File: src/rtl/mem_stage_if.sv
// Data-memory bus between mem_stage (master) and the memory (slave).
// Single outstanding request: dmem_req is held with stable address/data/enables until dmem_ack.
interface mem_stage_if;
  logic        dmem_req;
  logic        dmem_we;
  logic [31:0] dmem_addr;
  logic [31:0] dmem_wdata;
  logic [3:0]  dmem_be;
  logic [31:0] dmem_rdata;
  logic        dmem_ack;

  modport master (
    output dmem_req, dmem_we, dmem_addr, dmem_wdata, dmem_be,
    input  dmem_rdata, dmem_ack
  );

  modport slave (
    input  dmem_req, dmem_we, dmem_addr, dmem_wdata, dmem_be,
    output dmem_rdata, dmem_ack
  );
endinterface

File: src/rtl/mem_stage.sv
// Memory-access stage: issues loads/stores on mem_stage_if, formats load data, registers writeback.
// Optional WAIT-state timeout with bus_err reporting is enabled by defining MEM_TIMEOUT_EN.
module mem_stage #(
  parameter int unsigned TIMEOUT_CYCLES = 16
) (
  input  logic        clk,
  input  logic        rst_n,
  // Upstream handshake: an op is accepted on a rising edge with in_valid && in_ready.
  input  logic        in_valid,
  output logic        in_ready,
  input  logic [31:0] ALU_result,
  input  logic [31:0] rs2_forward,
  input  logic        mem_read,
  input  logic        mem_write,
  input  logic [2:0]  mem_size,
  input  logic [4:0]  rd_in,
  input  logic        reg_write_in,
  mem_stage_if.master dmem,
  output logic        wb_valid,
  output logic [31:0] wb_data,
  output logic [4:0]  wb_rd,
  output logic        wb_reg_write,
  output logic        misalign,
  output logic        bus_err,
  output logic        dbg_state
);

  typedef enum logic [0:0] {S_IDLE = 1'b0, S_WAIT = 1'b1} state_t;
  typedef enum logic [1:0] {SZ_B = 2'd0, SZ_H = 2'd1, SZ_W = 2'd2} size_t;

  state_t      state_q;
  logic        dmem_req_q;
  logic        dmem_we_q;
  logic [31:0] dmem_addr_q;
  logic [31:0] dmem_wdata_q;
  logic [3:0]  dmem_be_q;
  logic        wb_valid_q;
  logic [31:0] wb_data_q;
  logic [4:0]  wb_rd_q;
  logic        wb_reg_write_q;
  logic        misalign_q;
  logic        bus_err_q;

  // Context of the outstanding transaction, needed to retire it on ack.
  logic        pend_store_q;
  size_t       pend_size_q;
  logic        pend_uns_q;
  logic [1:0]  pend_off_q;
  logic [4:0]  pend_rd_q;
  logic        pend_rw_q;
  logic [31:0] pend_alu_q;

  size_t       in_size;
  logic        in_uns;
  logic        in_is_mem;
  logic        in_misalign;
  logic [3:0]  in_be;
  logic [31:0] in_wdata;

  always_comb begin
    in_size = SZ_W;
    case (mem_size)
      3'b000, 3'b100: in_size = SZ_B;
      3'b001, 3'b101: in_size = SZ_H;
      default:        in_size = SZ_W;
    endcase
    in_uns      = mem_size[2];
    in_is_mem   = mem_read | mem_write;
    in_misalign = ((in_size == SZ_H) && ALU_result[0]) ||
                  ((in_size == SZ_W) && (ALU_result[1:0] != 2'b00));
  end

  always_comb begin
    in_be    = 4'b1111;
    in_wdata = rs2_forward;
    case (in_size)
      SZ_B: begin
        in_be    = 4'b0001 << ALU_result[1:0];
        in_wdata = {4{rs2_forward[7:0]}};
      end
      SZ_H: begin
        in_be    = ALU_result[1] ? 4'b1100 : 4'b0011;
        in_wdata = {2{rs2_forward[15:0]}};
      end
      default: begin
        in_be    = 4'b1111;
        in_wdata = rs2_forward;
      end
    endcase
  end

  function automatic logic [31:0] fmt_load(input logic [31:0] rdata, input logic [1:0] off,
                                           input size_t sz, input logic uns);
    logic [31:0] sh;
    sh = rdata >> {off, 3'b000};
    case (sz)
      SZ_B:    fmt_load = uns ? {24'b0, sh[7:0]}  : {{24{sh[7]}}, sh[7:0]};
      SZ_H:    fmt_load = uns ? {16'b0, sh[15:0]} : {{16{sh[15]}}, sh[15:0]};
      default: fmt_load = rdata;
    endcase
  endfunction

`ifdef MEM_TIMEOUT_EN
  localparam int unsigned CNT_W = (TIMEOUT_CYCLES < 2) ? 1 : $clog2(TIMEOUT_CYCLES);
  localparam logic [CNT_W-1:0] CNT_LAST = CNT_W'(TIMEOUT_CYCLES - 1);
  logic [CNT_W-1:0] to_cnt_q;
`else
  logic unused_timeout_cfg;
  assign unused_timeout_cfg = (TIMEOUT_CYCLES == 0);
`endif

  always_ff @(posedge clk or negedge rst_n) begin
    if (!rst_n) begin
      state_q        <= S_IDLE;
      dmem_req_q     <= 1'b0;
      dmem_we_q      <= 1'b0;
      dmem_addr_q    <= '0;
      dmem_wdata_q   <= '0;
      dmem_be_q      <= '0;
      wb_valid_q     <= 1'b0;
      wb_data_q      <= '0;
      wb_rd_q        <= '0;
      wb_reg_write_q <= 1'b0;
      misalign_q     <= 1'b0;
      bus_err_q      <= 1'b0;
      pend_store_q   <= 1'b0;
      pend_size_q    <= SZ_W;
      pend_uns_q     <= 1'b0;
      pend_off_q     <= '0;
      pend_rd_q      <= '0;
      pend_rw_q      <= 1'b0;
      pend_alu_q     <= '0;
`ifdef MEM_TIMEOUT_EN
      to_cnt_q       <= '0;
`endif
    end else begin
      wb_valid_q <= 1'b0;
      misalign_q <= 1'b0;
      bus_err_q  <= 1'b0;
      case (state_q)
        S_IDLE: begin
          if (in_valid) begin
            if (!in_is_mem) begin
              wb_valid_q     <= 1'b1;
              wb_data_q      <= ALU_result;
              wb_rd_q        <= rd_in;
              wb_reg_write_q <= reg_write_in;
            end else if (in_misalign) begin
              wb_valid_q     <= 1'b1;
              wb_data_q      <= ALU_result;
              wb_rd_q        <= rd_in;
              wb_reg_write_q <= 1'b0;
              misalign_q     <= 1'b1;
            end else begin
              dmem_req_q   <= 1'b1;
              dmem_we_q    <= mem_write;
              dmem_addr_q  <= {ALU_result[31:2], 2'b00};
              dmem_wdata_q <= in_wdata;
              dmem_be_q    <= in_be;
              pend_store_q <= mem_write;
              pend_size_q  <= in_size;
              pend_uns_q   <= in_uns;
              pend_off_q   <= ALU_result[1:0];
              pend_rd_q    <= rd_in;
              pend_rw_q    <= reg_write_in;
              pend_alu_q   <= ALU_result;
              state_q      <= S_WAIT;
`ifdef MEM_TIMEOUT_EN
              to_cnt_q     <= '0;
`endif
            end
          end
        end
        S_WAIT: begin
          // An ack on the same edge as the timeout takes priority.
          if (dmem.dmem_ack) begin
            dmem_req_q     <= 1'b0;
            state_q        <= S_IDLE;
            wb_valid_q     <= 1'b1;
            wb_rd_q        <= pend_rd_q;
            wb_data_q      <= pend_store_q ? pend_alu_q
                                           : fmt_load(dmem.dmem_rdata, pend_off_q, pend_size_q, pend_uns_q);
            wb_reg_write_q <= pend_store_q ? 1'b0 : pend_rw_q;
          end
`ifdef MEM_TIMEOUT_EN
          else if (to_cnt_q == CNT_LAST) begin
            dmem_req_q     <= 1'b0;
            state_q        <= S_IDLE;
            wb_valid_q     <= 1'b1;
            wb_rd_q        <= pend_rd_q;
            wb_data_q      <= pend_alu_q;
            wb_reg_write_q <= 1'b0;
            bus_err_q      <= 1'b1;
          end else begin
            to_cnt_q <= to_cnt_q + 1'b1;
          end
`endif
        end
        default: state_q <= S_IDLE;
      endcase
    end
  end

  assign in_ready        = (state_q == S_IDLE);
  assign dbg_state       = state_q;
  assign dmem.dmem_req   = dmem_req_q;
  assign dmem.dmem_we    = dmem_we_q;
  assign dmem.dmem_addr  = dmem_addr_q;
  assign dmem.dmem_wdata = dmem_wdata_q;
  assign dmem.dmem_be    = dmem_be_q;
  assign wb_valid        = wb_valid_q;
  assign wb_data         = wb_data_q;
  assign wb_rd           = wb_rd_q;
  assign wb_reg_write    = wb_reg_write_q;
  assign misalign        = misalign_q;
  assign bus_err         = bus_err_q;

endmodule

File: src/flat_wrapper.sv
// flat-port wrapper written by rule: the top's interface ports become plain ports
module mem_stage_flat 
#(
  parameter int unsigned TIMEOUT_CYCLES = 16
)
  (clk, rst_n, in_valid, in_ready, ALU_result, rs2_forward, mem_read, mem_write, mem_size, rd_in, reg_write_in, wb_valid, wb_data, wb_rd, wb_reg_write, misalign, bus_err, dbg_state, dmem_dmem_req, dmem_dmem_we, dmem_dmem_addr, dmem_dmem_wdata, dmem_dmem_be, dmem_dmem_rdata, dmem_dmem_ack);
  mem_stage_if dmem_i ();
  input  logic clk;
  input  logic rst_n;
  input  logic in_valid;
  output logic in_ready;
  input  logic [31:0] ALU_result;
  input  logic [31:0] rs2_forward;
  input  logic mem_read;
  input  logic mem_write;
  input  logic [2:0] mem_size;
  input  logic [4:0] rd_in;
  input  logic reg_write_in;
  output logic wb_valid;
  output logic [31:0] wb_data;
  output logic [4:0] wb_rd;
  output logic wb_reg_write;
  output logic misalign;
  output logic bus_err;
  output logic dbg_state;
  output wire logic [$bits(dmem_i.dmem_req)-1:0] dmem_dmem_req;
  output wire logic [$bits(dmem_i.dmem_we)-1:0] dmem_dmem_we;
  output wire logic [$bits(dmem_i.dmem_addr)-1:0] dmem_dmem_addr;
  output wire logic [$bits(dmem_i.dmem_wdata)-1:0] dmem_dmem_wdata;
  output wire logic [$bits(dmem_i.dmem_be)-1:0] dmem_dmem_be;
  input wire logic [$bits(dmem_i.dmem_rdata)-1:0] dmem_dmem_rdata;
  input wire logic [$bits(dmem_i.dmem_ack)-1:0] dmem_dmem_ack;
  assign dmem_dmem_req = dmem_i.dmem_req;
  assign dmem_dmem_we = dmem_i.dmem_we;
  assign dmem_dmem_addr = dmem_i.dmem_addr;
  assign dmem_dmem_wdata = dmem_i.dmem_wdata;
  assign dmem_dmem_be = dmem_i.dmem_be;
  assign dmem_i.dmem_rdata = dmem_dmem_rdata;
  assign dmem_i.dmem_ack = dmem_dmem_ack;
  mem_stage #(.TIMEOUT_CYCLES(TIMEOUT_CYCLES)) u_core (.clk(clk), .rst_n(rst_n), .in_valid(in_valid), .in_ready(in_ready), .ALU_result(ALU_result), .rs2_forward(rs2_forward), .mem_read(mem_read), .mem_write(mem_write), .mem_size(mem_size), .rd_in(rd_in), .reg_write_in(reg_write_in), .dmem(dmem_i), .wb_valid(wb_valid), .wb_data(wb_data), .wb_rd(wb_rd), .wb_reg_write(wb_reg_write), .misalign(misalign), .bus_err(bus_err), .dbg_state(dbg_state));
endmodule
File: config.mk
export PLATFORM = sky130hd
export DESIGN_NAME = mem_stage_flat
export DESIGN_NICKNAME = d
export VERILOG_FILES = /design/src/rtl/mem_stage_if.sv /design/src/rtl/mem_stage.sv /design/src/flat_wrapper.sv
export SDC_FILE = /design/constraint.sdc
export NUM_CORES = 1
export LEC_CHECK = 0
export ABC_AREA = 1
export BUFFER_PORTS_ARGS = -buffer_cell sky130_fd_sc_hd__buf_4
export CORE_AREA = 3 3 158 114
export CTS_BUF_LIST = sky130_fd_sc_hd__clkbuf_4
export DETAILED_ROUTE_END_ITERATION = 7
export DIE_AREA = 0 0 161 117
export GPL_ROUTABILITY_DRIVEN = 0
export GPL_TIMING_DRIVEN = 0
export PLACE_DENSITY = 0.65
export SLEW_MARGIN = 20
export SYNTH_ARGS = -nofsm -noshare
export SYNTH_HDL_FRONTEND = slang
export SYNTH_SLANG_ARGS = --single-unit
File: constraint.sdc
create_clock -name clk -period 1.5 [get_ports clk]
set_input_delay 0.15 -clock clk [delete_from_list [all_inputs] [get_ports clk]]
set_output_delay 0.15 -clock clk [all_outputs]
set_load 0.05 [all_outputs]
==> reports/qor.yml <==
outcome:
  status: "finished with violations"
  violations: "negative setup slack"
min_path:
  hold_end: "u_core.dmem.dmem_be[3]"
  hold_depth: 3
  hp-class: "in -> reg"
  hp-start: "mem_size[0]"
sta:
  period_minus_slack_ns: 1.56
  fin_ws_ns: -0.0648
  slew_violations: 0
  hold_violations: 0
  setup_violations: 10
  final.setup_skew_ns: 0.0180
  max_freq_mhz: 639
  maxSlewHeadroom_pct: 53.6
  period_share_pct: 104
  tightestPinTransition_ns: 0.695
  tns_ns: -0.158
  grt_setup_unrepaired: "yes"
drt:
  drt-total-wl_um: 25100
  drt-wirelength-per-cell_um: 17.6
  drt_iter0_drc: 727
  drc: 0
  ant_nets: 0
  firstDrtPassIters: 7
  dr_total_vias: 7177
  vias_per_cell: 5.03
global_route:
  grt_pass1_vias: 6840
  overflow: 0
  antenna_found_initial: 0
  grt_pass1_wl_um: 37800
  grt_use_total_pct: 25.9
  grt_max_degree: 45
synthesis:
  avgSynthCellArea_um2: 7.83
  synth_ff_type: "dfrtp_1"
  synth_top_area_cell: "dfrtp_1"
  synth-edff-count: 0
  synthTopCellsByArea: "dfrtp_1 45%, nand2_1 10%, a21oi_1 6.7%, nor2_1 4.7%, buf_4 4.3%"
  postSynthCellCount: 842
  synth.top_cell.area_share_pct: 45.1
  synth-seq-area-share_pct: 45.5
  synthArstFlopShare_pct: 100
  netlist_area_um2: 6600
  synth_cell_types: 37
  yosys_warnings: 0
  ys_ff_latch: 120
final_layout:
  final_common_cell: "buf_4"
  nFillCells: 1426
  syn_to_final_growth_pct: 55.8
  nets: 1299
  final_cell_mix: "273 x buf_4, 166 x nand2_1, 116 x dfrtp_1"
  layoutNonFillerInstCount: 1426
  drive_gt1_share_pct: 36.1
  n_antenna_cell: 0
setup_path:
  worstSetupStartpointType: "register"
  path_class: "reg -> reg"
  cp_data_arrival_time_ns: 2.00
  reg2reg_to: "u_core.wb_data[4]"
  path_max_fanout: 9
  r2r-start: "u_core.pend_alu_q[1]"
  crit_start: "u_core.pend_alu_q[1]"
  critPathCaptureType: "register"
  worstRegToRegCells: 8
  cp.required_ns: 1.93
  reg2reg_slack_ns: -0.06
clock_tree:
  cts.sinks: 120
  clk_latency_ns: 0.54
  clockRootBuffer: "clkbuf_4"
  htree_levels: 4
  clockBufferDepth: 2
  cts_tree: "done"
  numCtsBuffers: 17
  path_clk_slew_ns: 0.13
pwr:
  powerDensity_nw_per_um2: 1580
  p_leak_nw: 5.09
  switching_power_w: 0.00784
  switching_share_pct: 48.4
  p_int_w: 0.00838
  ir_worst_vdd_mv: 0.931
  total_power_w: 0.0162
  p_seq_share_pct: 28.8
  p_clk_share_pct: 16.6
  p_comb_share_pct: 54.6
floorplan:
  core-area_um2: 16400
  die_w_um: 161
  die-area_um2: 18800
  io_pins: 224
  die_h_um: 117
  start_util_pct: 40.2
  rows: 39
place:
  io_buffers: 218
  dp_hpwl_um: 17800
  dp_cells: 1289
run:
  drv_cap: 0
-- power by group through the flow --
stage	sequential (W)	combinational [W]	clock, W
after floorplan	0.00676	0.00344	0
after global placement	0.00469	0.00801	0
after detailed placement	0.00470	0.00808	0
after CTS	0.00465	0.00850	0.00271
after global routing	0.00478	0.00938	0.00286
final	0.00467	0.00885	0.00269
-- metrics by stage --
step / area, um2 / util (%) / hold WS [ns] / setup slack [ns]
floorplan: 6620 / - / -0.146 / 0.00134
global placement: 8540 / 52.1 / 0.336 / -0.288
detailed placement: 8590 / 52.4 / 0.0784 / -0.300
CTS: 9950 / 60.7 / 0.00220 / -0.109
global route: 10300 / 62.7 / 0.0330 / -0.155
finish: 10300 / 62.7 / 0.0268 / -0.0648
-- registers in the layout, indices dropped and copies added, names as in the netlist --
signal and flops:
u_core.pend_uns_q 1, u_core.wb_reg_write 1, u_core.dmem.dmem_wdata 32, u_core.wb_rd 5, u_core.pend_size_q 2, u_core.pend_rw_q 1, u_core.dmem.dmem_addr 1, u_core.pend_store_q 1
u_core.dbg_state 1, u_core.wb_valid 1, u_core.pend_rd_q 5, u_core.pend_alu_q 31, u_core.dmem.dmem_req 1, u_core.misalign 1, u_core.dmem.dmem_be 4, u_core.wb_data 32
-- worst max-delay path: stages, from the launching register on --
cell and delay, ns:
dfrtp_1 0.40, buf_6 0.15, clkinvlp_4 0.14, nand2_2 0.08, or2_0 0.20, o211ai_1 0.16
a21oi_1 0.13, nor2_1 0.16, nor2_1 0.06
-- final cells by class --
class,instances,area (um2),share of cell area (%)
clock inverter,15,189,1.84
timing repair inverter,1,7.51,0.0730
timing repair buffer,326,2780,27.0
multi-input combinational,564,2920,28.4
inverter,72,297,2.88
buffer,86,672,6.54
clock buffer,17,128,1.24
sequential,120,3010,29.3
tap,225,282,2.74
-- what timing repair did --
item | in CTS | in global routing
cloned | 2 | 4
endpoints found under the setup margin | 86 | 112
buffers inserted | 12 | 9
pin swaps | 3 | 2
endpoints found under the hold margin | 180 | 0
gates resized for setup | 41 | 79
hold buffers | 80 | 0
-- synth_stat cells (4+ instances only) --
library cell    n
buf_6           5
nor2_1         82
nand3b_1        4
o21a_1          8
o21ai_0        55
buf_2          22
o211ai_1       14
buf_4          38
nand3_1        54
a21oi_1        88
clkbuf_1       22
nand2_2         5
dfrtp_1       119
a22o_1          5
a31oi_1         6
nor2_4          8
o22ai_1        27
a21oi_2         8
nand2_1       178
inv_1          67
-- cells by family (layout without fill, tap and decap cells) --
| kind of cell | Yosys count | in the layout | synth area share (%) |
|---|---|---|---|
| buffers and inverters | 160 | 517 | 12.6 |
| AND/OR/NAND/NOR | 347 | 347 | 23.1 |
| flip-flops | 120 | 120 | 45.5 |
| AO/OA/AOI/OAI | 214 | 214 | 18.7 |
| other | 1 | 3 | 0.0568 |
-- routing by layer --
| metal | global-route usage (%) | up-vias | part of all wire [%] |
|---|---|---|---|
| met2 | 38.2 | 328 | 43 |
| met4 | 7.79 | 0 | 1.9 |
| met5 | 0 | - | 0 |
| met3 | 5.10 | 31 | 8.4 |
| met1 | 38.6 | 3388 | 47 |
| li1 | - | 3430 | - |
-- worst max-delay path by stage --
stage | cells past startpoint | slack (ns) | to
6_report | 8 | -0.06 | u_core.wb_data[4]
5_1_grt | 8 | -0.16 | u_core.wb_data[6]
4_1_cts | 4 | -0.11 | in_ready
3_5_place_dp | 6 | -0.30 | u_core.pend_alu_q[6]
3_3_place_gp | 6 | -0.29 | u_core.pend_alu_q[19]
2_1_floorplan | 7 | 0.001 | u_core.dmem.dmem_wdata[16]
Note: power is estimated with default switching activity, not from simulation.
